File: src/rtl/lvds_serializer_if.sv
// Pixel-in / serial-out bundle for the 7:1 LVDS transmit stage.
// master: pixel source side (drives colour/sync, sees pix_tick and the lanes).
// slave : the serializer itself.
interface lvds_serializer_if;
  logic [7:0] R;
  logic [7:0] G;
  logic [7:0] B;
  logic       hsync;
  logic       vsync;
  logic       data_en;
  logic       pix_tick;
  logic [3:0] lane_data;
  logic       lane_clk;

  modport master (
    output R, G, B, hsync, vsync, data_en,
    input  pix_tick, lane_data, lane_clk
  );

  modport slave (
    input  R, G, B, hsync, vsync, data_en,
    output pix_tick, lane_data, lane_clk
  );
endinterface

File: src/rtl/lvds_serializer.sv
// 7:1 FPD-Link/OpenLDI transmit stage: 4 data lanes + 1 clock lane, MSB first.
// Runs on the bit clock; pix_tick is the pixel-rate enable for upstream logic.
// Optional macro LVDS_JEIDA_EN selects JEIDA bit packing (default: VESA).

// One 7-bit serializer lane: parallel load, otherwise shift left zero-filled.
module lvds_lane_sr (
  input  logic       clock,
  input  logic       reset_L,
  input  logic       en,
  input  logic       load,
  input  logic [6:0] word,
  output logic       ser
);
  logic [6:0] sr;

  // Load on pix_tick, shift when enabled, hold otherwise.
  always_ff @(posedge clock or negedge reset_L) begin
    if (!reset_L)  sr <= '0;
    else if (load) sr <= word;
    else if (en)   sr <= {sr[5:0], 1'b0};
  end

  assign ser = sr[6];
endmodule

module lvds_serializer #(
  parameter logic [6:0] CLK_PATTERN = 7'b1100011,
  parameter int         BLANK_RGB   = 1
) (
  input  logic              clock,
  input  logic              reset_L,
  input  logic              en,
  lvds_serializer_if.slave  px
);
  localparam int NUM_LANES = 4;
  localparam int VEC_W     = 7;

  logic [2:0]                      phase;
  logic                            load;
  logic [7:0]                      r, g, b;
  logic [NUM_LANES-1:0][VEC_W-1:0] word;
  logic [NUM_LANES-1:0]            lane_ser;
  logic                            clk_ser;

  // Bit-position counter within the pixel word, 0..6.
  always_ff @(posedge clock or negedge reset_L) begin
    if (!reset_L)  phase <= 3'd0;
    else if (en)   phase <= (phase == 3'd6) ? 3'd0 : phase + 3'd1;
  end

  // Tick doubles as the load strobe; dropping en here suppresses the load.
  assign load        = en && (phase == 3'd6);
  assign px.pix_tick = load;

  // Blank colour slots during inactive video; sync/DE bits always pass through.
  always_comb begin
    r = px.R;
    g = px.G;
    b = px.B;
    if ((BLANK_RGB != 0) && !px.data_en) begin
      r = '0;
      g = '0;
      b = '0;
    end
  end

  // Map the pixel onto the four 7-bit lane words, bit 6 transmitted first.
  always_comb begin
    word = '0;
`ifdef LVDS_JEIDA_EN
    word[0] = {g[2], r[7:2]};
    word[1] = {b[3:2], g[7:3]};
    word[2] = {px.data_en, px.vsync, px.hsync, b[7:4]};
    word[3] = {1'b0, b[1:0], g[1:0], r[1:0]};
`else
    word[0] = {g[0], r[5:0]};
    word[1] = {b[1:0], g[5:1]};
    word[2] = {px.data_en, px.vsync, px.hsync, b[5:2]};
    word[3] = {1'b0, b[7:6], g[7:6], r[7:6]};
`endif
  end

  for (genvar n = 0; n < NUM_LANES; n++) begin : g_lane
    lvds_lane_sr u_lane (
      .clock   (clock),
      .reset_L (reset_L),
      .en      (en),
      .load    (load),
      .word    (word[n]),
      .ser     (lane_ser[n])
    );
  end

  lvds_lane_sr u_clk_lane (
    .clock   (clock),
    .reset_L (reset_L),
    .en      (en),
    .load    (load),
    .word    (CLK_PATTERN),
    .ser     (clk_ser)
  );

  assign px.lane_data = lane_ser;
  assign px.lane_clk  = clk_ser;
endmodule

File: src/flat_wrapper.sv
// flat-port wrapper written by rule: the top's interface ports become plain ports
module lvds_serializer_flat 
#(
  parameter logic [6:0] CLK_PATTERN = 7'b1100011,
  parameter int         BLANK_RGB   = 1
)
  (clock, reset_L, en, px_R, px_G, px_B, px_hsync, px_vsync, px_data_en, px_pix_tick, px_lane_data, px_lane_clk);
  lvds_serializer_if px_i ();
  input  logic clock;
  input  logic reset_L;
  input  logic en;
  input wire logic [$bits(px_i.R)-1:0] px_R;
  input wire logic [$bits(px_i.G)-1:0] px_G;
  input wire logic [$bits(px_i.B)-1:0] px_B;
  input wire logic [$bits(px_i.hsync)-1:0] px_hsync;
  input wire logic [$bits(px_i.vsync)-1:0] px_vsync;
  input wire logic [$bits(px_i.data_en)-1:0] px_data_en;
  output wire logic [$bits(px_i.pix_tick)-1:0] px_pix_tick;
  output wire logic [$bits(px_i.lane_data)-1:0] px_lane_data;
  output wire logic [$bits(px_i.lane_clk)-1:0] px_lane_clk;
  assign px_i.R = px_R;
  assign px_i.G = px_G;
  assign px_i.B = px_B;
  assign px_i.hsync = px_hsync;
  assign px_i.vsync = px_vsync;
  assign px_i.data_en = px_data_en;
  assign px_pix_tick = px_i.pix_tick;
  assign px_lane_data = px_i.lane_data;
  assign px_lane_clk = px_i.lane_clk;
  lvds_serializer #(.CLK_PATTERN(CLK_PATTERN), .BLANK_RGB(BLANK_RGB)) u_core (.clock(clock), .reset_L(reset_L), .en(en), .px(px_i));
endmodule
File: config.mk
export PLATFORM = sky130hd
export DESIGN_NAME = lvds_serializer_flat
export DESIGN_NICKNAME = d
export VERILOG_FILES = /design/src/rtl/lvds_serializer_if.sv /design/src/rtl/lvds_serializer.sv /design/src/flat_wrapper.sv
export SDC_FILE = /design/constraint.sdc
export NUM_CORES = 1
export LEC_CHECK = 0
export CORE_ASPECT_RATIO = 0.8
export CORE_MARGIN = 3
export CORE_UTILIZATION = 51
export CTS_CLUSTER_SIZE = 8
export DETAILED_ROUTE_END_ITERATION = 10
export PLACE_DENSITY = 0.77
export SETUP_SLACK_MARGIN = 0.3
export SYNTH_ARGS = -nofsm -noshare
export SYNTH_HDL_FRONTEND = slang
export SYNTH_SLANG_ARGS = --single-unit
File: constraint.sdc
create_clock -name clock -period 3.1 [get_ports clock]
set_input_delay 0.465 -clock clock [delete_from_list [all_inputs] [get_ports clock]]
set_output_delay 0.465 -clock clock [all_outputs]
set_load 0.1 [all_outputs]
Word-level counts from Yosys, hierarchy flattened
Index checks and enable logic that the tools add are counted. W data, S select, Z words.

Bits in read-only memories: 0. RAM bits: 0. Latch bits: 0. Memories kept: 0. Flip-flop bits (word level): 38. Word-level logic and storage cells: 24.

$lt $le $gt $ge: 0. Reduce and logical (&&, ||, !) cells: 2. $mul: 0. Eq/ne operators: 1. Shifts and indexed selects: 0. Div/mod/pow operators: 0. Bitwise gates (word level): 0. Multiplexer cells: 14. Add/subtract/negate cells: 1.

Operator list (count): $mux W7 (10); $mux W8 (3); $add A3 B1 Y3 const B (1); $eq A3 B3 Y1 const B (1); $mux W3 (1); $reduce_bool A2 Y1 (1); $logic_and A1 B1 Y1 (1).

Longest topological paths before layout
Gate-level depths: netlist of run 1.

Depth after elaboration: 3. Mapped depth: 5. Gate-level depth less buffers: 3.

Cells and area by module
A second synthesis of run 1 with hierarchy kept.

Cells, all modules: 192. Area, all modules: 1928.1 µm².

By module, submodules not included: lvds_lane_sr (instances 5, area an instance 321.6 µm², seq. area each 175.2 µm², cells each 30); lvds_serializer (instances 1, area an instance 320.3 µm², seq. area each 75.1 µm², cells each 42).

Worst setup path before layout of run 1
OpenSTA, ideal clock, no wires.

Kind: reg2out. Start point: register u_core.phase[0]. End point: output port px_pix_tick. Buffers on the path: 2. Cell stages (with the launch flop): 5. Arrival: 1336 ps. Slack: 1299 ps. Cells stage by stage: dfrtp_1 and3b_1 buf_6 buf_8 and2_2.

Cells in the longest elaborated chain, start to end: 2.

RTL lines: start: declaration (line lvds_serializer.sv:38) `logic [2:0] phase;`; start signal: assignment (line lvds_serializer.sv:48) `else if (en) phase <= (phase == 3'd6) ? 3'd0 : phase + 3'd1;`; $eq A3 B3 Y1 (line lvds_serializer.sv:52) `assign load = en && (phase == 3'd6);`; $logic_and A1 B1 Y1 (line lvds_serializer.sv:52); end: declaration (line flat_wrapper.sv:18) `output wire logic [$bits(px_i.pix_tick)-1:0] px_pix_tick;`.

No other way between the ends.

Worst setup path after layout of run 1
Start point: register u_core.phase[1]. End point: output port px_pix_tick.

The elaborated chain is that of the path after synthesis.

==> out/summary.txt, run 1 <==
highest net fanout along the worst path -> 6
row count -> 18
Post-Route WL -> 3620 um
measured slew at the worst slew-check pin -> 812 ps
largest net degree at the start of global routing -> 46
Die ar. -> 4300 um2
Crit-path slowest cell -> dfrtp_1
total of max-cap violations -> 0
cell area after synthesis -> 1810 um2
ANT cells -> 0
wire per inst -> 13.9 um
Worst Setup Start Kind -> flip-flop
Post-Syn Instances -> 194
clk_lat worst skew -> 290 ps
CTS max path bufs -> 2
Clock Pin Slew Worst Setup and Hold Paths -> 70 ps
Place WS -> 1070 ps
IO Pins -> 36
clock skew -> 7.29 ps
Worst Setup SP -> u_core.phase[1]
antenna viol nets, final -> 0
cts hold-fix bufs -> 0
Power Dens Cells -> 773 nW/um2
synth-to-layout area growth -> 17.4%
Buf+Inv Stages, Crit Path -> 1
Worst Path Arrival -> 1310 ps
fin crit period -> 1780 ps
CP top delay family -> flip-flops
max-slew headroom at the worst pin -> 45.9%
vias in the first global route -> 1431
fraction of layout cells with a size suffix above 1 -> 10.5%
Total GRT Usage -> 18.9%
Mean Syn Cell Area -> 9.31 um2
status -> finished clean
Iter 0 DRT Violations -> 99
HP Class -> input port to asynchronous set/reset pin
final hold vios -> 0
fmax -> 563 MHz
Max VDD drop -> 0.353 mV
Syn Nets -> 224
Leak -> 0.000918 uW
DRC viols -> 0
drt first pass iters -> 4
Nets -> 249
worst endpoint required time -> 2630 ps
Max Slew Vio Count -> 0
synth warn -> 0
Fin Setup TNS -> 0 ps
CTS tree -> yes
non-filler cells, final -> 260
Distinct cells, synth -> 22
via-per-instance ratio -> 5.49
cts repair resizes -> 0
FF+latch count, synth -> 38
Root Buffer -> clkbuf_8
port buffer count -> 35
# Post-CTS Setup Buffers -> 0
unrepaired setup endpoints after global routing -> no
final setup violation count -> 0
core area -> 3240 um2
clock sinks -> 38
Die Ht -> 59.2 um
first-pass GRT wire length -> 6240 um
largest stage delay on the critical path -> 440 ps
DPL Wire Length -> 2420 um
GPL Wtd Cong -> 0.732
CP Class -> flip-flop to output pin
critical path, cell by cell -> and3b_1 > and2_2 > buf_12
DIE WIDTH -> 72.5 um
Initial Utilization -> 55.7%
Final period util -> 57.3%
reg-to-reg critical path startpoint -> u_core.phase[0]
via count -> 1428
Placed Instances -> 252
grt total ovfl -> 0
H-tree Lvls -> 2
sequential element share of the synthesized area -> 52.6%
fin worst setup slack -> 1320 ps
initial antenna violation count -> 0
critical path capture point type -> output pin
cts bufs inserted -> 5
[cells by family after synthesis]
logic type,Yosys count,synth area share [%]
AND/OR/NAND/NOR,89,21.5
flip-flops,38,52.6
AO/OA/AOI/OAI,37,12.2
buffers and inverters,27,11.6
multiplexers,3,2.08
[synth_stat cells]
master     n  share of area, %
o22ai_1    4               1.4
dfrtp_1   38                53
nand3_2    1              0.55
buf_8      1              0.83
mux2_4     1              0.83
nand2_1   33               6.9
nor2_1    28               5.8
a31oi_1   24               8.3
clkbuf_8   4               3.0
nand3_1   23               6.4
o21ai_0    6               1.7
buf_6      3               1.9
mux2_2     2               1.2
buf_12     1               1.1
nor2b_1    1              0.35
and2_2     1              0.42
clkbuf_1   5               1.0
nand3b_2   1              0.62
and3b_1    1              0.48
a21oi_1    3              0.83
inv_1      8               1.7
buf_4      5               2.1
[state kept, by name (all words and copies together), names as in the netlist]
signal and flops:
u_core.u_clk_lane.sr 7, u_core.g_lane.u_lane.sr 28, u_core.phase 3
[layout by cell type, fill, tap and decap left out, types with 2 or more instances in the layout]
master,n
nand2_1,33
nor2_1,28
a31oi_1,24
mux2_2,2
dfrtp_1,38
nand3_1,23
o22ai_1,4
inv_1,8
clkdlybuf4s50_1,27
buf_2,2
clkbuf_8,6
o21ai_0,6
a21oi_1,3
buf_4,7
[final timing paths]
check | depth (start not counted) | endpoint | slack (ps)
max in group asynchronous | 1 | u_core.u_clk_lane.sr[4] | 2320
min reg2reg | 2 | u_core.u_clk_lane.sr[4] | 520
max | 3 | px_pix_tick | 1320
min in group clock | 2 | u_core.u_clk_lane.sr[4] | 520
min | 1 | u_core.phase[1] | 260
max reg2reg | 3 | u_core.g_lane[0].u_lane.sr[1] | 1570
[per-layer routing]
layer	vias to the layer above	track usage (%)	share of wire, %
met4	0	5.00	0.22
met1	689	24.1	45
li1	700	-	-
met5	-	0	0
met3	2	6.78	5.5
met2	37	30.8	49
[stage by stage]
stage	total power, uW	cell area, um2	hold WS [ps]	util, %
2_1_floorplan	1200	1810	169	-
3_3_place_gp	1270	2030	494	62.6
3_5_place_dp	1300	2030	501	62.6
4_1_cts	1650	2120	288	65.4
5_1_grt	1740	2120	333	65.4
6_report	1640	2120	260	65.4
[final cells by class]
class                   instances  area [um2]
flip-flops and latches         38         951
fillers                       261        1120
repair buffers                 37         353
clock inverters                 1        5.00
inverters                       8        30.0
multi-input cells             129         646
well taps                      40        50.0
clock buffers                   7        86.3
[worst reg2reg max path: stages, from the launching register on]
cell and delay (ps):
dfrtp_1 430, nand3b_2 600, nand2_1 240, a31oi_1 110
[report_power, final]
part / internal, uW / switching, uW
clock network: 179 / 166
registers: 629 / 92.4
logic: 186 / 387
Note: power is estimated with default switching activity, not from simulation.
==> inputs of run 2 (changes only) <==
- clock period: 3.1 -> 1.75 ns (I/O delays scaled with it)
==> out/summary.txt, run 2 (synthesized netlist as in run 1, its figures left out) <==
status -> finished clean
final setup violation count -> 0
Total GRT Usage -> 18.6%
Post-Route WL -> 3720 um
Leak -> 0.00101 uW
initial antenna violation count -> 0
row count -> 18
fraction of layout cells with a size suffix above 1 -> 14.8%
GR Util met1 -> 25.1%
CP Class -> flip-flop to output pin
most common cell after layout, fill and taps aside -> dfrtp_1
port buffer count -> 35
Initial Utilization -> 55.7%
antenna viol nets, final -> 0
FF-to-FF path depth -> 6
drt first pass iters -> 4
GR peak layer -> met2
met3 usage -> 4.58%
DPL Wire Length -> 2460 um
FF-to-FF setup slack -> 360 ps
Iter 0 DRT Violations -> 70
Die Ht -> 59.2 um
ANT cells -> 0
met2 Use GR -> 29.7%
largest stage delay on the critical path -> 400 ps
most frequent cells in the layout -> 38 x dfrtp_1, 33 x nand2_1, 28 x nor2_1, 27 x clkdlybuf4s50_1, 24 x a31oi_1
CTS tree -> yes
DIE WIDTH -> 72.5 um
clock sinks -> 38
via-per-instance ratio -> 5.41
vias in the first global route -> 1388
clk_lat worst skew -> 290 ps
top flop regs -> u_core.g_lane.u_lane.sr x28, u_core.u_clk_lane.sr x7, u_core.phase x3
synth-to-layout area growth -> 25.8%
Crit-path slowest cell -> dfrtp_1
first-pass GRT wire length -> 6180 um
grt total ovfl -> 0
Worst Path Arrival -> 1260 ps
reg-to-reg critical path startpoint -> u_core.phase[0]
fmax -> 658 MHz
Buf+Inv Stages, Crit Path -> 1
final hold vios -> 0
Final period util -> 86.8%
largest net degree at the start of global routing -> 53
HP Class -> input port to asynchronous set/reset pin
total of max-cap violations -> 0
fin crit period -> 1520 ps
Die ar. -> 4300 um2
cts bufs inserted -> 5
Root Buffer -> clkbuf_8
via count -> 1461
core area -> 3240 um2
GPL Wtd Cong -> 0.785
Max Slew Vio Count -> 0
H-tree Lvls -> 2
Fin Setup TNS -> 0 ps
measured slew at the worst slew-check pin -> 472 ps
fin worst setup slack -> 231 ps
clock skew -> 3.66 ps
Nets -> 259
unrepaired setup endpoints after global routing -> yes
worst endpoint required time -> 1490 ps
Max VDD drop -> 0.727 mV
Worst Setup Start Kind -> flip-flop
Place WS -> 357 ps
CP top delay family -> flip-flops
critical path, cell by cell -> and3b_2 > and2_4 > buf_12
Power Dens Cells -> 1390 nW/um2
RR Endpoint -> u_core.g_lane[3].u_lane.sr[2]
max FFs per register -> 28
critical path capture point type -> output pin
max-slew headroom at the worst pin -> 68.5%
most flop-heavy register -> u_core.g_lane.u_lane.sr
highest net fanout along the worst path -> 2
Clock Pin Slew Worst Setup and Hold Paths -> 70 ps
CTS max path bufs -> 2
DRC viols -> 0
fillers -> 255
IO Pins -> 36
wire per inst -> 13.8 um
-- run 2: changes by cell type in the layout (fill, tap and decap cells not counted), sizes merged --
| cell | before | now |
|---|---|---|
| buf | 10 | 20 |
-- run 2: repair_timing --
action | in CTS | in global routing
gates resized for setup | 1 | 2
hold buffers | 0 | 0
endpoints found under the hold margin | 0 | 0
endpoints found under the setup margin | 1 | 21
buffers inserted | 4 | 1
-- run 2: final cells by class --
cell class	count	area, um2	share of cell area (%)
Tap cell	40	50.0	2.20
Multi-Input combinational cell	129	657	28.9
Clock inverter	1	5.00	0.220
Sequential cell	38	951	41.8
Clock buffer	7	86.3	3.80
Inverter	8	30.0	1.32
Timing Repair Buffer	47	494	21.7
-- run 2: how the worst max path moves through the flow --
stage	startpoint	to	slack, ps	depth (start not counted)
2_1_floorplan	u_core.phase[0]	px_pix_tick	290	4
3_3_place_gp	px_data_en	u_core.g_lane[2].u_lane.sr[6]	390	4
3_5_place_dp	px_data_en	u_core.g_lane[2].u_lane.sr[6]	360	4
4_1_cts	u_core.phase[0]	px_pix_tick	270	3
5_1_grt	u_core.phase[0]	px_pix_tick	180	3
6_report	u_core.phase[0]	px_pix_tick	230	3
-- run 2: through the flow --
stage          cells  cell area, um2  hold WS [ps]  utilization [%]  total power, uW
3_5_place_dp     257            2130           337             65.7             2450
3_3_place_gp     257            2130           332             65.7             2410
4_1_cts          269            2250          28.1             69.5             3120
6_report         270            2270          9.35             70.1             3160
5_1_grt          270            2270          50.8             70.1             3330
2_1_floorplan    194            1810         -33.1                -             2130
-- run 2: layer usage --
metal | part of all wire [%] | wire length [um]
met5 | 0 | 0
met4 | 0.97 | 36
met3 | 4.2 | 157
met2 | 48 | 1770
met1 | 47 | 1750
-- run 2: where the power goes --
group	internal [uW]	total (uW)	switching (uW)
logic	530	1270	736
registers	1110	1280	162
clock network	318	615	297
total	1960	3160	1190
==> inputs of run 3 (changes only) <==
- ABC_CLOCK_PERIOD_IN_PS: unset -> 1750
==> results of run 3 <==
Final layout, timing and power as in run 2 (identical DEF).
